--- src/rtl/instr_encoder.sv ---
// Packs decoded RV32I instruction fields back into 32-bit words and writes them
// to instruction memory at an auto-incrementing, word-aligned byte address.
module instr_encoder #(
    parameter int unsigned ADDR_W    = 8,
    parameter int unsigned BASE_ADDR = 0
) (
    input  logic              clk,
    input  logic              rst_n,
    input  logic              start,
    input  logic              in_valid,
    output logic              in_ready,
    input  logic [2:0]        instr_type,
    input  logic [4:0]        rd,
    input  logic [4:0]        rs1,
    input  logic [4:0]        rs2,
    input  logic [2:0]        funct3,
    input  logic [6:0]        funct7,
    input  logic [11:0]       immediate,
    input  logic              negative,
    output logic              mem_we,
    output logic [ADDR_W-1:0] mem_addr,
    output logic [31:0]       mem_wdata,
    input  logic              mem_ready,
    output logic [ADDR_W-1:0] count,
    output logic              error
);

    localparam int unsigned WORD_W = 32;
    localparam int unsigned IMM_W  = 13;

    localparam logic [2:0] T_LOAD  = 3'b000;
    localparam logic [2:0] T_ARITH = 3'b001;
    localparam logic [2:0] T_STORE = 3'b010;
    localparam logic [2:0] T_REG   = 3'b011;
    localparam logic [2:0] T_BRANCH = 3'b110;

    localparam logic [ADDR_W-1:0] BASE_ALIGNED = ADDR_W'(BASE_ADDR) & ~ADDR_W'(3);

    typedef enum logic [1:0] {
        IDLE = 2'd0,
        ENC  = 2'd1,
        WR   = 2'd2
    } state_t;

    typedef struct packed {
        logic [2:0]  itype;
        logic [4:0]  rd;
        logic [4:0]  rs1;
        logic [4:0]  rs2;
        logic [2:0]  funct3;
        logic [6:0]  funct7;
        logic [11:0] mag;
        logic        neg;
    } bundle_t;

    state_t             state_q, state_d;
    bundle_t            bundle_q, bundle_d;
    logic [ADDR_W-1:0]  addr_d, count_d;
    logic [WORD_W-1:0]  wdata_d;
    logic               error_d, in_ready_d, mem_we_d;

    logic [IMM_W-1:0]   imm;
    logic [6:0]         opcode;
    logic [WORD_W-1:0]  word;
    logic               legal;

    // Encode the latched bundle and decide whether it can be written.
    always_comb begin
        opcode = 7'b0000000;
        word   = '0;
        legal  = 1'b0;
        imm    = bundle_q.neg ? (IMM_W'(0) - {1'b0, bundle_q.mag}) : {1'b0, bundle_q.mag};
        case (bundle_q.itype)
            T_LOAD, T_ARITH: begin
                opcode = (bundle_q.itype == T_LOAD) ? 7'b0000011 : 7'b0010011;
                legal  = bundle_q.neg ? (bundle_q.mag <= 12'd2048) : (bundle_q.mag <= 12'd2047);
                word   = {imm[11:0], bundle_q.rs1, bundle_q.funct3, bundle_q.rd, opcode};
            end
            T_STORE: begin
                opcode = 7'b0100011;
                legal  = bundle_q.neg ? (bundle_q.mag <= 12'd2048) : (bundle_q.mag <= 12'd2047);
                word   = {imm[11:5], bundle_q.rs2, bundle_q.rs1, bundle_q.funct3, imm[4:0], opcode};
            end
            T_REG: begin
                opcode = 7'b0110011;
                legal  = 1'b1;
                word   = {bundle_q.funct7, bundle_q.rs2, bundle_q.rs1, bundle_q.funct3,
                          bundle_q.rd, opcode};
            end
            T_BRANCH: begin
                // 12-bit magnitude caps at 4095, so evenness alone bounds it to 4094.
                opcode = 7'b1100011;
                legal  = ~bundle_q.mag[0];
                word   = {imm[12], imm[10:5], bundle_q.rs2, bundle_q.rs1, bundle_q.funct3,
                          imm[4:1], imm[11], opcode};
            end
            default: begin
                legal = 1'b0;
            end
        endcase
    end

    // Next-state and next-output logic.
    always_comb begin
        state_d  = state_q;
        bundle_d = bundle_q;
        addr_d   = mem_addr;
        count_d  = count;
        error_d  = error;
        wdata_d  = mem_wdata;
        case (state_q)
            IDLE: begin
                if (start) begin
                    addr_d  = BASE_ALIGNED;
                    count_d = '0;
                    error_d = 1'b0;
                end
                if (in_valid) begin
                    bundle_d = '{itype: instr_type, rd: rd, rs1: rs1, rs2: rs2, funct3: funct3,
                                 funct7: funct7, mag: immediate, neg: negative};
                    state_d  = ENC;
                end
            end
            ENC: begin
                if (legal) begin
                    wdata_d = word;
                    state_d = WR;
                end else begin
                    error_d = 1'b1;
                    state_d = IDLE;
                end
            end
            WR: begin
                if (mem_ready) begin
                    addr_d  = mem_addr + ADDR_W'(4);
                    count_d = count + ADDR_W'(1);
                    state_d = IDLE;
                end
            end
            default: begin
                state_d = IDLE;
            end
        endcase
        in_ready_d = (state_d == IDLE);
        mem_we_d   = (state_d == WR);
    end

    always_ff @(posedge clk or negedge rst_n) begin
        if (!rst_n) begin
            state_q   <= IDLE;
            bundle_q  <= '0;
            in_ready  <= 1'b1;
            mem_we    <= 1'b0;
            mem_addr  <= BASE_ALIGNED;
            mem_wdata <= '0;
            count     <= '0;
            error     <= 1'b0;
        end else begin
            state_q   <= state_d;
            bundle_q  <= bundle_d;
            in_ready  <= in_ready_d;
            mem_we    <= mem_we_d;
            mem_addr  <= addr_d;
            mem_wdata <= wdata_d;
            count     <= count_d;
            error     <= error_d;
        end
    end

endmodule

--- config.mk ---
export PLATFORM = sky130hd
export DESIGN_NAME = instr_encoder
export DESIGN_NICKNAME = d
export VERILOG_FILES = /design/src/rtl/instr_encoder.sv
export SDC_FILE = /design/constraint.sdc
export NUM_CORES = 1
export LEC_CHECK = 0
export CORE_AREA = 10 10 144 80
export DETAILED_ROUTE_END_ITERATION = 10
export DIE_AREA = 0 0 154 90
export PLACE_DENSITY = 0.77
export SLEW_MARGIN = 20
export SYNTH_ARGS = -nofsm -noshare
export SYNTH_HDL_FRONTEND = slang
export SYNTH_SLANG_ARGS = --single-unit
--- constraint.sdc ---
create_clock -name clk -period 2.6 [get_ports clk]
set_input_delay 0.52 -clock clk [delete_from_list [all_inputs] [get_ports clk]]
set_output_delay 0.52 -clock clk [all_outputs]
set_load 0.01 [all_outputs]
After elaboration in Yosys (flattened, before gate mapping)
Cells that the tools add are included.
- input bits: 46
- register bits: 94
- logic and storage cells: 59
- magnitude comparators: 2
- $add $sub $neg: 3
- multiplexer cells: 17
- bitwise gates (word level): 1
- equality and inequality tests: 10
- reduce and logical (&&, ||, !) cells: 11
- operators by type and width (cell ; count):
    32-bit one-hot mux with 4 select lines ; 1
    8-bit one-hot mux with 2 select lines ; 2
    8-bit two-way mux ; 3
    13-bit two-way mux ; 1
    1-bit by 12-bit subtractor with 13-bit output, first input constant ; 1
    12-bit by 11-bit less-or-equal comparator with 1-bit output, second input constant ; 1
    12-bit less-or-equal comparator, second input constant ; 1
    8-bit by 1-bit adder with 8-bit output, second input constant ; 1
    8-bit by 3-bit adder with 8-bit output, second input constant ; 1
    3-bit by 2-bit == test with 1-bit output, second input constant ; 2
    2-bit two-way mux ; 3
    2-bit inequality test, second input constant ; 3
    2-bit one-hot mux with 3 select lines ; 1
    3-bit AND reduction ; 2
    5-bit two-way mux ; 1
    2-bit == test, second input constant ; 2
    2-bit logical NOT ; 2
    2-bit AND reduction ; 2
    2-bit nonzero test ; 2
    3-bit by 1-bit == test with 1-bit output, second input constant ; 1
    3-bit == test, second input constant ; 1
    3-bit logical NOT ; 1
    1-bit two-way mux ; 3
    1-bit one-hot mux with 3 select lines ; 1
    5 further kinds ; 5

Depth between registers and ports, before layout
- depth after elaboration: 6
- depth in mapped cells: 8

Least setup slack after synthesis
No wires, ideal clock.
- path kind: register -> register
- start: reg bundle_q[1] in the netlist's numbering
- end: reg mem_wdata[30]
- stages on the path, launching flop included: 9
- data required time: 2.475 ns
- setup slack: 0.395 ns
- buffers on the path: 1
- clock period less this slack: 2.205 ns
- data arrival time: 2.080 ns
- cell sequence: dfrtp_1 > clkbuf_2 > inv_1 > ha_1 > or4b_4 > nor4b_1 > mux2i_1 > o21ai_0 > mux2_4
- longest elaborated chain between the ends: 4
- elaborated cells on any way between the ends: 9
- ends and longest elaborated chain (what ; line ; text):
    start: declaration ; 57 ; bundle_t bundle_q, bundle_d;
    start signal: assignment ; 160 ; bundle_q <= bundle_d;
    12-bit by 11-bit less-or-equal comparator with 1-bit output / 12-bit less-or-equal comparator (equally long branches) ; 76, 81 ;
    1-bit two-way mux ; 76, 81 ;
    1-bit one-hot mux with 3 select lines ; 73 ; case (bundle_q.itype)
    2-bit AND reduction (no line) ; - ;
    end signal: assignment ; 164 ; mem_wdata <= wdata_d;
    end: declaration ; 22 ; output logic [31:0] mem_wdata,
Several ways; a longest one is shown, not always the timed one.
A chain may end at the register's enable or synchronous reset.

Final worst setup path
Same ends and word-level chain as after synthesis.

==> metrics.md <==
| Metric | Value |
|---|---|
| Status | `complete, no violations` |
| Grt ovf | `0` |
| Clock share of power | `19.0%` |
| Critical Path Sink Type | `register` |
| Die width | `154 µm` |
| IO Pins | `97` |
| Final net count | `492` |
| Worst skew pair latency | `0.34 ns` |
| Max Fanout on Critical Path | `8` |
| Antenna Cells | `0` |
| RSZ-0062 raised after global routing | `false` |
| R2R cell count | `7` |
| NetSw | `2.43 mW` |
| Max-slew violations | `0` |
| Mapped Avg Cell Area | `12.1 µm²` |
| Antenna violations before repair | `1` |
| Worst Skew | `0.00851 ns` |
| First-pass DRT Iterations | `4` |
| DIE AREA | `13900 µm²` |
| FF-to-FF Start | `bundle_q[1]` |
| Arrival time at the worst endpoint | `2.62 ns` |
| Top achievable clock speed | `417 MHz` |
| Post-DP HPWL | `7.85 mm` |
| Hold buffers post-CTS | `0` |
| Core area | `9100 µm²` |
| Routed length per instance | `18.6 µm` |
| Placer congestion estimate | `0.838` |
| Largest net degree at the start of global routing | `52` |
| Post-synth EDFFs | `0` |
| Vias | `3053` |
| Leak | `2.46 nW` |
| Starting Density | `47.2%` |
| CTS Root Cell | `clkbuf_16` |
| Final antenna-violating net count | `0` |
| Worst-margin pin slew | `0.630 ns` |
| Hold Fails Final Rpt | `0` |
| Nature of the critical path startpoint | `register` |
| Sw frac | `35.7%` |
| H-tree depth | `3` |
| Fin crit share | `92.2%` |
| Sequential fraction of the synthesis area | `51.8%` |
| Maximum Capacitance Violations | `0` |
| Row Count | `25` |
| Worst EP required | `2.83 ns` |
| Die height | `90 µm` |
| Synth-to-layout area growth | `30.3%` |
| Number of synthesis warnings | `0` |
| Setup TNS | `0 ns` |
| DRC viols | `0` |
| Worst vdd ir | `0.599 mV` |
| Reg2reg setup slack | `0.20 ns` |
| Main flop type after synthesis | `dfrtp_1` |
| CTS clk-pin slew, worst paths | `0.06 ns` |
| Post-CTS setup buffer count | `0` |
| Final min period | `2.40 ns` |
| Pwr dens | `1220 nW/µm²` |
| Share of cells above drive strength 1 | `20.5%` |
| Comb power frac | `43.2%` |
| CP Class | `reg2reg` |
| PostCTS Resize Cnt | `0` |
| PortBufs | `92` |
| Filler instances | `726` |
| Setup WS pre-CTS | `0.246 ns` |
| Post-Syn Area | `4300 µm²` |
| Clk sinks | `89` |
| Number of global-route vias before repair | `3189` |
| CTS tree | `done` |
| Finished Core Util | `61.5%` |
| First-pass GRT wire length | `17.5 mm` |
| Critical R2R Capture | `mem_wdata[30]` |
| Clock Tree Buf Depth | `2` |
| Count of cell types in the netlist | `54` |
| Int Pwr | `4.38 mW` |
| Final setup fails | `0` |
| Syn Inst Count | `355` |
| Sequential power share | `37.8%` |
| Fin worst setup slack | `0.203 ns` |
| Hold Crit Class | `in2async` |
| Final wirelength | `10.6 mm` |
| 1st-iter DRT viols | `178` |
| PnR Total Power | `6.81 mW` |
| Async set or reset register ratio after synthesis | `100%` |
| GRT Resource Usage Total | `15.5%` |
| Number of vias per cell | `5.37` |
| Relative slew slack | `57.6%` |
| Number of synthesized register bits | `89` |
| TritonCTS buffer count | `9` |
==> layout make-up <==
class                      instances  area [µm²]  share of cell area (%)
sequential                        89        2230                    39.8
tap                              121         151                    2.70
inverter                          11        41.3                   0.737
multi-input combinational        234        1880                    33.6
clock buffer                      10         229                    4.09
clock inverter                     6        65.1                    1.16
timing repair buffer              98        1000                    17.9
==> Yosys cell counts (2+ instances only) <==
| cell type | n | share of area (%) |
|---|---|---|
| mux2_4 | 24 | 8.4 |
| nor2_1 | 21 | 1.8 |
| clkbuf_1 | 10 | 0.87 |
| nor3_1 | 3 | 0.35 |
| o31ai_1 | 3 | 0.52 |
| xnor2_1 | 5 | 1.0 |
| buf_6 | 5 | 1.3 |
| mux2i_1 | 9 | 2.1 |
| o21ai_0 | 24 | 2.8 |
| nand3_1 | 11 | 1.3 |
| ha_1 | 3 | 0.87 |
| a311o_1 | 2 | 0.47 |
| nand4_1 | 6 | 0.87 |
| buf_4 | 5 | 0.87 |
| a21oi_1 | 12 | 1.4 |
| o211ai_1 | 2 | 0.35 |
| nand2b_1 | 2 | 0.29 |
| nor2b_1 | 5 | 0.73 |
| inv_1 | 10 | 0.87 |
| xor2_1 | 12 | 2.4 |
| nor3b_1 | 2 | 0.35 |
| mux2_2 | 37 | 9.7 |
| a22o_1 | 2 | 0.41 |
| nand2_1 | 23 | 2.0 |
| dfrtp_1 | 88 | 51 |
==> layout by cell type (no fill, tap or decap), drive strengths merged, types with 4 or more instances in the layout <==
cell | Yosys | layout
nor2b | 5 | 5
conb | 1 | 4
nand2 | 23 | 23
xnor2 | 5 | 5
a21oi | 12 | 12
inv | 10 | 12
nor2 | 21 | 21
o21ai | 25 | 25
dfrtp | 88 | 88
mux2i | 9 | 9
mux2 | 61 | 61
xor2 | 12 | 12
nand4 | 7 | 7
buf | 13 | 7
nand3 | 11 | 11
nor3 | 4 | 4
clkbuf | 11 | 10
clkdlybuf4s50 | 0 | 91
==> kinds of logic after synthesis <==
logic type | count (synthesis) | share of synthesized area (%)
DFF | 89 | 51.8
muxes | 70 | 20.2
buffers and inverters | 35 | 4.69
xor gates and xnor gates | 17 | 3.46
other | 1 | 0.0873
adders and majority gates | 3 | 0.873
and+or+nand+nor | 84 | 10.7
AOI/OAI and AO/OA | 56 | 8.21
==> worst max-delay path by stage <==
stage / start / to / slack (ns) / cells past startpoint
5_1_grt: bundle_q[1] / mem_wdata[30] / 0.13 / 7
3_5_place_dp: bundle_q[1] / mem_wdata[30] / 0.25 / 7
4_1_cts: bundle_q[1] / mem_wdata[30] / 0.23 / 7
6_report: bundle_q[1] / mem_wdata[30] / 0.20 / 7
3_3_place_gp: bundle_q[1] / mem_wdata[30] / 0.33 / 7
2_1_floorplan: bundle_q[1] / mem_wdata[30] / 0.39 / 8
==> per-layer routing <==
metal  wire length [µm]  vias up  track usage, %
li1                   -     1426               -
met1               5050     1522            21.4
met2               4580       96            21.7
met3                896        7            6.80
met4                 51        2            3.52
met5                  7        -               0
==> critical path, stage by stage, from the launching register on <==
cell     delay (ns)
dfrtp_1        0.46
inv_1          0.11
ha_1           0.20
or4b_4         0.50
nor4b_1        0.41
mux2i_1        0.22
o21ai_0        0.09
mux2_4         0.29
==> registers in the layout, summed over array words and instances (netlist names) <==
signal	count
mem_addr	6
mem_we	1
mem_wdata	29
error	1
state_q	2
count	8
in_ready	1
bundle_q	41
==> power by group through the flow <==
stage | sequential [mW] | clock (mW) | combinational (mW)
after CTS | 2.57 | 1.32 | 2.97
final | 2.58 | 1.29 | 2.94
after global placement | 2.55 | 0 | 2.84
after global routing | 2.67 | 1.38 | 3.19
after floorplan | 2.47 | 0 | 1.94
after detailed placement | 2.59 | 0 | 2.95
==> through the flow <==
step                      cell area [µm²]  instances  hold slack (ns)
after global routing                 5600        569            0.183
after CTS                            5600        569            0.162
after detailed placement             5310        553            0.493
after floorplan                      4310        358            0.224
final                                5600        569            0.143
after global placement               5310        553            0.474
Power figures use the tool's default switching activity.
